$ cat src/rtl/wb_port_arbiter.sv
// Register-file write-port arbiter for the ALU, MEM (load) and EX (multiply)
// pipelines. Grants are combinational so the hazard unit can stall losers in
// the same cycle; the winning write is registered into the RF one cycle later.
// Per-source wait counters promote a repeatedly denied source to "urgent" so
// that no pipeline can be starved by the others.
module wb_port_arbiter #(
    parameter int REGISTER_WIDTH = 5,
    parameter int DATA_WIDTH     = 32,
    parameter int MAX_WAIT       = 4
) (
    input  logic                      clk_i,
    input  logic                      rst_i,
    input  logic                      alu_wb_req_i,
    input  logic [REGISTER_WIDTH-1:0] alu_wb_reg_i,
    input  logic [DATA_WIDTH-1:0]     alu_wb_data_i,
    input  logic                      mem_wb_req_i,
    input  logic [REGISTER_WIDTH-1:0] mem_wb_reg_i,
    input  logic [DATA_WIDTH-1:0]     mem_wb_data_i,
    input  logic                      ex_wb_req_i,
    input  logic [REGISTER_WIDTH-1:0] ex_wb_reg_i,
    input  logic [DATA_WIDTH-1:0]     ex_wb_data_i,
    output logic                      alu_allowed_wb_o,
    output logic                      mem_allowed_wb_o,
    output logic                      ex_allowed_wb_o,
    output logic                      rf_wr_en_o,
    output logic [REGISTER_WIDTH-1:0] rf_wr_reg_o,
    output logic [DATA_WIDTH-1:0]     rf_wr_data_o
);

    // Source indices; a higher index wins ties within a priority class.
    localparam int NUM_SRC   = 3;
    localparam int SRC_ALU   = 0;
    localparam int SRC_MEM   = 1;
    localparam int SRC_EX    = 2;
    localparam int CNT_WIDTH = (MAX_WAIT < 1) ? 1 : $clog2(MAX_WAIT + 1);
    localparam logic [CNT_WIDTH-1:0] CNT_MAX = CNT_WIDTH'(MAX_WAIT);

    // Per-source request bundles gathered into arrays so the per-source logic
    // can be generated uniformly.
    logic [NUM_SRC-1:0]        req;
    logic [REGISTER_WIDTH-1:0] src_reg  [NUM_SRC];
    logic [DATA_WIDTH-1:0]     src_data [NUM_SRC];

    assign req[SRC_ALU]      = alu_wb_req_i;
    assign req[SRC_MEM]      = mem_wb_req_i;
    assign req[SRC_EX]       = ex_wb_req_i;
    assign src_reg[SRC_ALU]  = alu_wb_reg_i;
    assign src_reg[SRC_MEM]  = mem_wb_reg_i;
    assign src_reg[SRC_EX]   = ex_wb_reg_i;
    assign src_data[SRC_ALU] = alu_wb_data_i;
    assign src_data[SRC_MEM] = mem_wb_data_i;
    assign src_data[SRC_EX]  = ex_wb_data_i;

    // is_x0:     request to x0, granted for free, never touches the port
    // is_comp:   real write competing for the single port
    // is_urgent: competitor that has been denied MAX_WAIT cycles in a row
    logic [NUM_SRC-1:0] is_x0;
    logic [NUM_SRC-1:0] is_comp;
    logic [NUM_SRC-1:0] is_urgent;
    logic [NUM_SRC-1:0] cand;
    logic [NUM_SRC-1:0] win;
    logic [NUM_SRC-1:0] grant;

    generate
        for (genvar gi = 0; gi < NUM_SRC; gi++) begin : g_src
            logic [CNT_WIDTH-1:0] wait_cnt_reg;
            logic [CNT_WIDTH-1:0] wait_cnt_next;

            assign is_x0[gi]     = req[gi] && (src_reg[gi] == '0);
            assign is_comp[gi]   = req[gi] && (src_reg[gi] != '0);
            assign is_urgent[gi] = is_comp[gi] && (wait_cnt_reg == CNT_MAX);

            // Count consecutive denied cycles, saturating; any grant or idle cycle clears it.
            always_comb begin
                wait_cnt_next = '0;
                if (req[gi] && !grant[gi]) begin
                    if (wait_cnt_reg == CNT_MAX) begin
                        wait_cnt_next = wait_cnt_reg;
                    end else begin
                        wait_cnt_next = wait_cnt_reg + CNT_WIDTH'(1);
                    end
                end
            end

            // Wait-counter state.
            always_ff @(posedge clk_i) begin
                if (rst_i) begin
                    wait_cnt_reg <= '0;
                end else begin
                    wait_cnt_reg <= wait_cnt_next;
                end
            end
        end
    endgenerate

    // Pick one port winner: urgent class first, else all competitors; the
    // loop runs low to high so the highest-index candidate (EX) ends up winning.
    always_comb begin
        win  = '0;
        cand = (|is_urgent) ? is_urgent : is_comp;
        for (int i = 0; i < NUM_SRC; i++) begin
            if (cand[i]) begin
                win    = '0;
                win[i] = 1'b1;
            end
        end
    end

    assign grant = is_x0 | win;

    assign alu_allowed_wb_o = grant[SRC_ALU];
    assign mem_allowed_wb_o = grant[SRC_MEM];
    assign ex_allowed_wb_o  = grant[SRC_EX];

    // Select the winner's index/data; hold the previous values when idle.
    logic [REGISTER_WIDTH-1:0] wr_reg_reg,  wr_reg_next;
    logic [DATA_WIDTH-1:0]     wr_data_reg, wr_data_next;
    logic                      wr_en_reg;

    always_comb begin
        wr_reg_next  = wr_reg_reg;
        wr_data_next = wr_data_reg;
        for (int i = 0; i < NUM_SRC; i++) begin
            if (win[i]) begin
                wr_reg_next  = src_reg[i];
                wr_data_next = src_data[i];
            end
        end
    end

    // One-cycle write pipeline into the register file; reset drops any pending write.
    always_ff @(posedge clk_i) begin
        if (rst_i) begin
            wr_en_reg   <= 1'b0;
            wr_reg_reg  <= '0;
            wr_data_reg <= '0;
        end else begin
            wr_en_reg   <= |win;
            wr_reg_reg  <= wr_reg_next;
            wr_data_reg <= wr_data_next;
        end
    end

    assign rf_wr_en_o   = wr_en_reg;
    assign rf_wr_reg_o  = wr_reg_reg;
    assign rf_wr_data_o = wr_data_reg;

endmodule
$ cat config.mk
export PLATFORM = sky130hd
export DESIGN_NAME = wb_port_arbiter
export DESIGN_NICKNAME = d
export VERILOG_FILES = /design/src/rtl/wb_port_arbiter.sv
export SDC_FILE = /design/constraint.sdc
export NUM_CORES = 1
export LEC_CHECK = 0
export BUFFER_PORTS_ARGS = -buffer_cell sky130_fd_sc_hd__buf_2
export CAP_MARGIN = 40
export CORE_ASPECT_RATIO = 0.75
export CORE_MARGIN = 2
export CORE_UTILIZATION = 46
export DETAILED_ROUTE_END_ITERATION = 12
export GPL_ROUTABILITY_DRIVEN = 0
export PLACE_DENSITY_LB_ADDON = 0.15
export SYNTH_ARGS = -nofsm -noshare
export SYNTH_HDL_FRONTEND = slang
export SYNTH_SLANG_ARGS = --single-unit
$ cat constraint.sdc
create_clock -name clk_i -period 2.3 [get_ports clk_i]
set_input_delay 0 -clock clk_i [delete_from_list [all_inputs] [get_ports clk_i]]
set_output_delay 0 -clock clk_i [all_outputs]
set_load 0.02 [all_outputs]
-- Yosys cells after proc, flatten, opt, wreduce, memory -nomap -nowiden
Index checks and enable logic that the tools add are counted.
- $add $sub $neg: 3
- eq/ne operators: 3
- mux-type cells: 10
- bitwise logic cells: 4
- reductions and logical operators: 27
- operators with widths (cell ; number):
    two-way mux 32 bit ; 3
    logical NOT 5 bit ; 3
    two-way mux 5 bit ; 3
    nonzero test 5 bit ; 3
    logical AND 1 bit ; 12
    adder 3 x 1 -> 3 bit, second input constant ; 3
    equality test 3 bit, second input constant ; 3
    two-way mux 3 bit ; 3
    OR reduction 2 bit ; 3
    OR reduction 3 bit ; 2
    logical NOT 1 bit ; 3
    inverter 1 bit ; 3
    bitwise OR 3 bit ; 1
    nonzero test 3 bit ; 1
    two-way mux 1 bit ; 1
- register bits: 47
- output and inout port bits: 41

-- Logic depth before layout (Yosys ltp)
- depth in word-level cells: 13
- gate-level depth with buffers: 8
- depth with buffers taken out: 7

-- Worst setup path after synthesis
Ideal clock, no wire load.
- path kind: flip-flop to flip-flop
- start: reg g_src[1].wait_cnt_reg[0]
- end: reg wr_data_reg[10] (netlist: rf_wr_data_o[10])
- setup time: 0.147 ns
- data arrival time: 1.644 ns
- required time: 2.153 ns
- path slack: 0.509 ns
- cell stages (with the launch flop): 9
- clock period less this slack: 1.791 ns
- cell sequence: dfxtp_1 inv_1 ha_1 nand2_1 a2111oi_2 a211oi_4 buf_6 nand2_2 a311oi_2
- word-level cells in the longest chain between the ends: 8
- elaborated cells on any way between the ends: 10
- ends and longest elaborated chain (element ; RTL line ; source):
    from (decl) ; 66 ; logic [CNT_WIDTH-1:0] wait_cnt_reg;
    from (signal assigned) ; 90 ; wait_cnt_reg <= wait_cnt_next;
    equality test 3 bit * ; 71 ; assign is_urgent[gi] = is_comp[gi] && (wait_cnt_reg == CNT_MAX);
    logical AND 1 bit * ; 71 ;
    OR reduction 3 bit ; 100 ; cand = (|is_urgent) ? is_urgent : is_comp;
    two-way mux 3 bit * ; 100 ;
    two-way mux 1 bit or two-way mux 3 bit (tied branches) ; 102 ; if (cand[i]) begin
    two-way mux 3 bit ; 102 ;
    two-way mux 3 bit * ; 102 ;
    nonzero test 3 bit (no line) or two-way mux 32 bit (tied branches) ; n/a ;
    to (signal assigned) ; 140 ; wr_data_reg <= wr_data_next;
    to (decl) ; 117 ; logic [DATA_WIDTH-1:0] wr_data_reg, wr_data_next;
Every way passes the cells marked *; elsewhere a longest branch is shown, timed or not.
A chain may end at the register's enable or synchronous reset.

-- Final worst setup path
- start: in ex_wb_reg_i[1]
- end: out mem_allowed_wb_o
- word-level cells in the longest chain between the ends: 8
- ends and longest elaborated chain (element ; RTL line ; source):
    from (decl) ; 20 ; input logic [REGISTER_WIDTH-1:0] ex_wb_reg_i,
    nonzero test 5 bit * ; 70 ; assign is_comp[gi] = req[gi] && (src_reg[gi] != '0);
    logical AND 1 bit * ; 70 ;
    logical AND 1 bit ; 71 ;
    OR reduction 3 bit ; 100 ;
    two-way mux 3 bit * ; 100 ;
    two-way mux 3 bit ; 102 ;
    two-way mux 3 bit * ; 102 ;
    bitwise OR 3 bit * ; 109 ; assign grant = is_x0 | win;
    to (decl) ; 23 ; output logic mem_allowed_wb_o,
Marked as above.

==> impl_results.md <==
* # setup viols final at 0
* Slew @ Worst Pin at 0.7337 ns
* Worst Hold Path EP: rf_wr_data_o[27]
* Max reg flops at 32
* Sequential share of the synthesized area at a little under a third
* First-pass GRT wire length at 15950 um
* CTS tree: done
* Crit path required time at about 2.3 ns
* Post-synth EDFFs at 0
* Most frequent cells in the layout: buf_2 (156), dlygate4sd3_1 (62), dfxtp_1 (47), nor2_1 (42), nand3_1 (39)
* Port bufs at 156
* Total CTS buffers at 5
* Nets at between 600 and 700
* Worst VDD drop at 255.0 uV
* GRT Resource Usage Total at 28.70%
* Max_slew headroom at 51.09%
* # diodes at 0
* Layout cells sized above 1 at 45.96%
* Tmin final at between 2 and 2.5 ns
* Max Buffers Root-to-Sink at 2
* Max stage delay cell, worst path: or4_4
* PwrDens at 458.1 mW/mm^2
* GRT overflow at 0
* Reg clk slew, reported paths at 0.09 ns
* Most common cell after layout, fill and taps aside: buf_2
* Total power at 2075 uW
* CP Capture Type: primary output
* Hold Path Origin: mem_wb_data_i[27]
* Detailed Route Iter0 Violations at 137
* Wire per inst at 16.68 um
* RSZ-0062 raised after global routing: false
* Final HPWL from detailed placement at between 6000 and 7000 um
* Via Count at 3524
* Filler Cells Inserted at 508
* Clock sinks at 47
* Initial Util at 47.18%
* DRC violation count after routing at 0
* Number of global-route vias before repair at 3510
* Largest area contributor in the netlist: dfxtp_1
* Area delta synth->final at 53.45%
* Post-Syn Area per Cell at 8.864 um^2
* Leak pwr at 0.001981 uW
* R2R setup slack at roughly 0.29 ns
* R2R cell count at 7
* Drt first pass iters at 4
* Core footprint at 0.006256 mm^2
* Io pins at 157
* Register bit total from synthesis at 47
* Final Max Slew Viols at 0
* Die height at 73.37 um
* Distinct cells, synth at 39
* Skew-Pair Late Insertion Delay at 0.30 ns
* Cell mode on critical path: buf_2
* CP startpoint kind: input port
* Max Clock Skew at 0.004633 ns
* Synth warnings at 0
* Cell chosen for the clock root: clkbuf_8
* Min-delay worst type: input port to flip-flop
* CP peak stage delay at 0.55 ns
* Critical R2R Capture: rf_wr_data_o[30]
* Worst-path maximum fanout at 20
* Async set-reset flop share out of synthesis at 0%
* Critical Path AT at 2.19 ns
* Die area at 0.007080 mm^2
* Final Cycle Share at 95.12%
* Post-synthesis instance total at roughly 330
* Pin count of the biggest net entering global routing at 33
* Min-Delay Path Depth at 3
* Synth top area share at about a third
* Setup TNS at 0 ns
* Post-cts gate resize count at 0
* Mapped Area at 0.002952 mm^2
* Total routed wirelength at approximately 10000 um
* Final hold vios at 0
* Kind of critical path: input port to primary output
* Clock H-tree levels at 2
* Reg2reg start: g_src[0].wait_cnt_reg[0]
* Initial antenna violation count at 0
* Top cells by area, synth: dfxtp_1 (32%), a311oi_2 (15%), o211ai_1 (9.7%)
* Max cap viols at 0
* Ys flop type: dfxtp_1
* Routed Antenna Nets at 0
* Die W at 96.50 um
* Mapped Nets at approximately 460
* CP Cell Sequence: dlygate4sd3_1 -> buf_2 -> or4_4 -> o21ai_4 -> a32o_2 -> buf_4 -> o21a_1 -> buf_2
* DR vias/cell at 5.638
* Rows at 25
* Outcome: completed
* Maximum clock rate at 0.4571 GHz
logic make-up (layout without fill, tap and decap cells):
group                    after synthesis  count (layout)  synth area share (%)
AND/OR/NAND/NOR                      139             139                 23.78
adder cells (fa/ha/maj)                6               6                 2.543
XOR/XNOR                               2               2                0.5936
flip-flops                            47              47                 31.88
AO/OA/AOI/OAI                         98              98                 34.12
buffers and inverters                 40             251                 6.740
multiplexers                           1               1                0.3391
synthesized netlist by cell type, types with 2 or more instances:
master and number:
a21o_1 2, a311oi_1 7, a311oi_2 30, and2_1 3
buf_2 9, buf_4 4, buf_6 3, clkbuf_1 15
dfxtp_1 47, ha_1 6, inv_1 9, nand2_1 11
nand2_2 30, nand3_1 39, nand3b_1 3, nor2_1 43
nor4_1 6, o211ai_1 38, o21a_1 2, o21ai_0 4
o21ai_2 2, or4_4 2, xnor2_1 2
per-stage QoR:
step / hold WS (ns) / util (%) / worst slack, ns / std cells / instance area [um^2]
after global routing: 0.007711 / 72.40 / 0.03227 / 625 / 4529
after CTS: 0.001380 / 72.00 / 0.03034 / 622 / 4504
after detailed placement: 0.2720 / 60.88 / 0.3059 / 553 / 3809
final: 0.005816 / 72.40 / 0.1122 / 625 / 4529
after global placement: 0.2596 / 60.88 / 0.3837 / 553 / 3809
after floorplan: 0.1497 / - / 0.5090 / 333 / 2952
timing repair:
| item | 4_1_cts | 5_1_grt |
|---|---|---|
| setup buffers | 0 | 2 |
| hold endpoints to repair | 36 | 1 |
| hold buffers | 61 | 1 |
| setup endpoints to repair | 0 | 2 |
routing by layer:
metal	vias up	routed length [um]	track usage, %
met2	177	5160	49.54
met5	-	0	0
met1	1644	4211	34.93
met3	31	799	6.462
li1	1672	-	-
met4	0	255	10.80
cell type report:
class	count	area [um^2]	area share [%]
tap	81	101.3	2.238
sequential	47	940.9	20.77
inverter	9	33.78	0.7459
clock inverter	2	12.51	0.2762
timing repair buffer	234	1546	34.14
clock buffer	6	72.57	1.602
multi-input combinational	246	1822	40.22
where the power goes:
part / internal, uW / switching [uW] / leakage [uW] / total (uW)
registers: 871 / 29.6 / 0.000388 / 900
clock network: 213 / 297 / 0.0000412 / 511
logic: 305 / 359 / 0.00155 / 664
total: 1390 / 686 / 0.00198 / 2070
worst max-delay path, delay by kind of cell:
| family | cells | cell delay (ns) |
|---|---|---|
| and+or+nand+nor | 1 | 0.55 |
| buffers and inverters | 4 | 1.07 |
| AOI/OAI and AO/OA | 3 | 0.56 |
how the worst max path moves through the flow:
| stage | start | to | slack (ns) |
|---|---|---|---|
| floorplan | g_src[1].wait_cnt_reg[0] | rf_wr_data_o[10] | 0.51 |
| global placement | ex_wb_reg_i[0] | rf_wr_reg_o[4] | 0.38 |
| detailed placement | g_src[1].wait_cnt_reg[0] | rf_wr_data_o[16] | 0.31 |
| CTS | ex_wb_reg_i[1] | mem_allowed_wb_o | 0.03 |
| global route | ex_wb_reg_i[1] | mem_allowed_wb_o | 0.03 |
| finish | ex_wb_reg_i[1] | mem_allowed_wb_o | 0.11 |
Note: power is estimated with default switching activity, not from simulation.
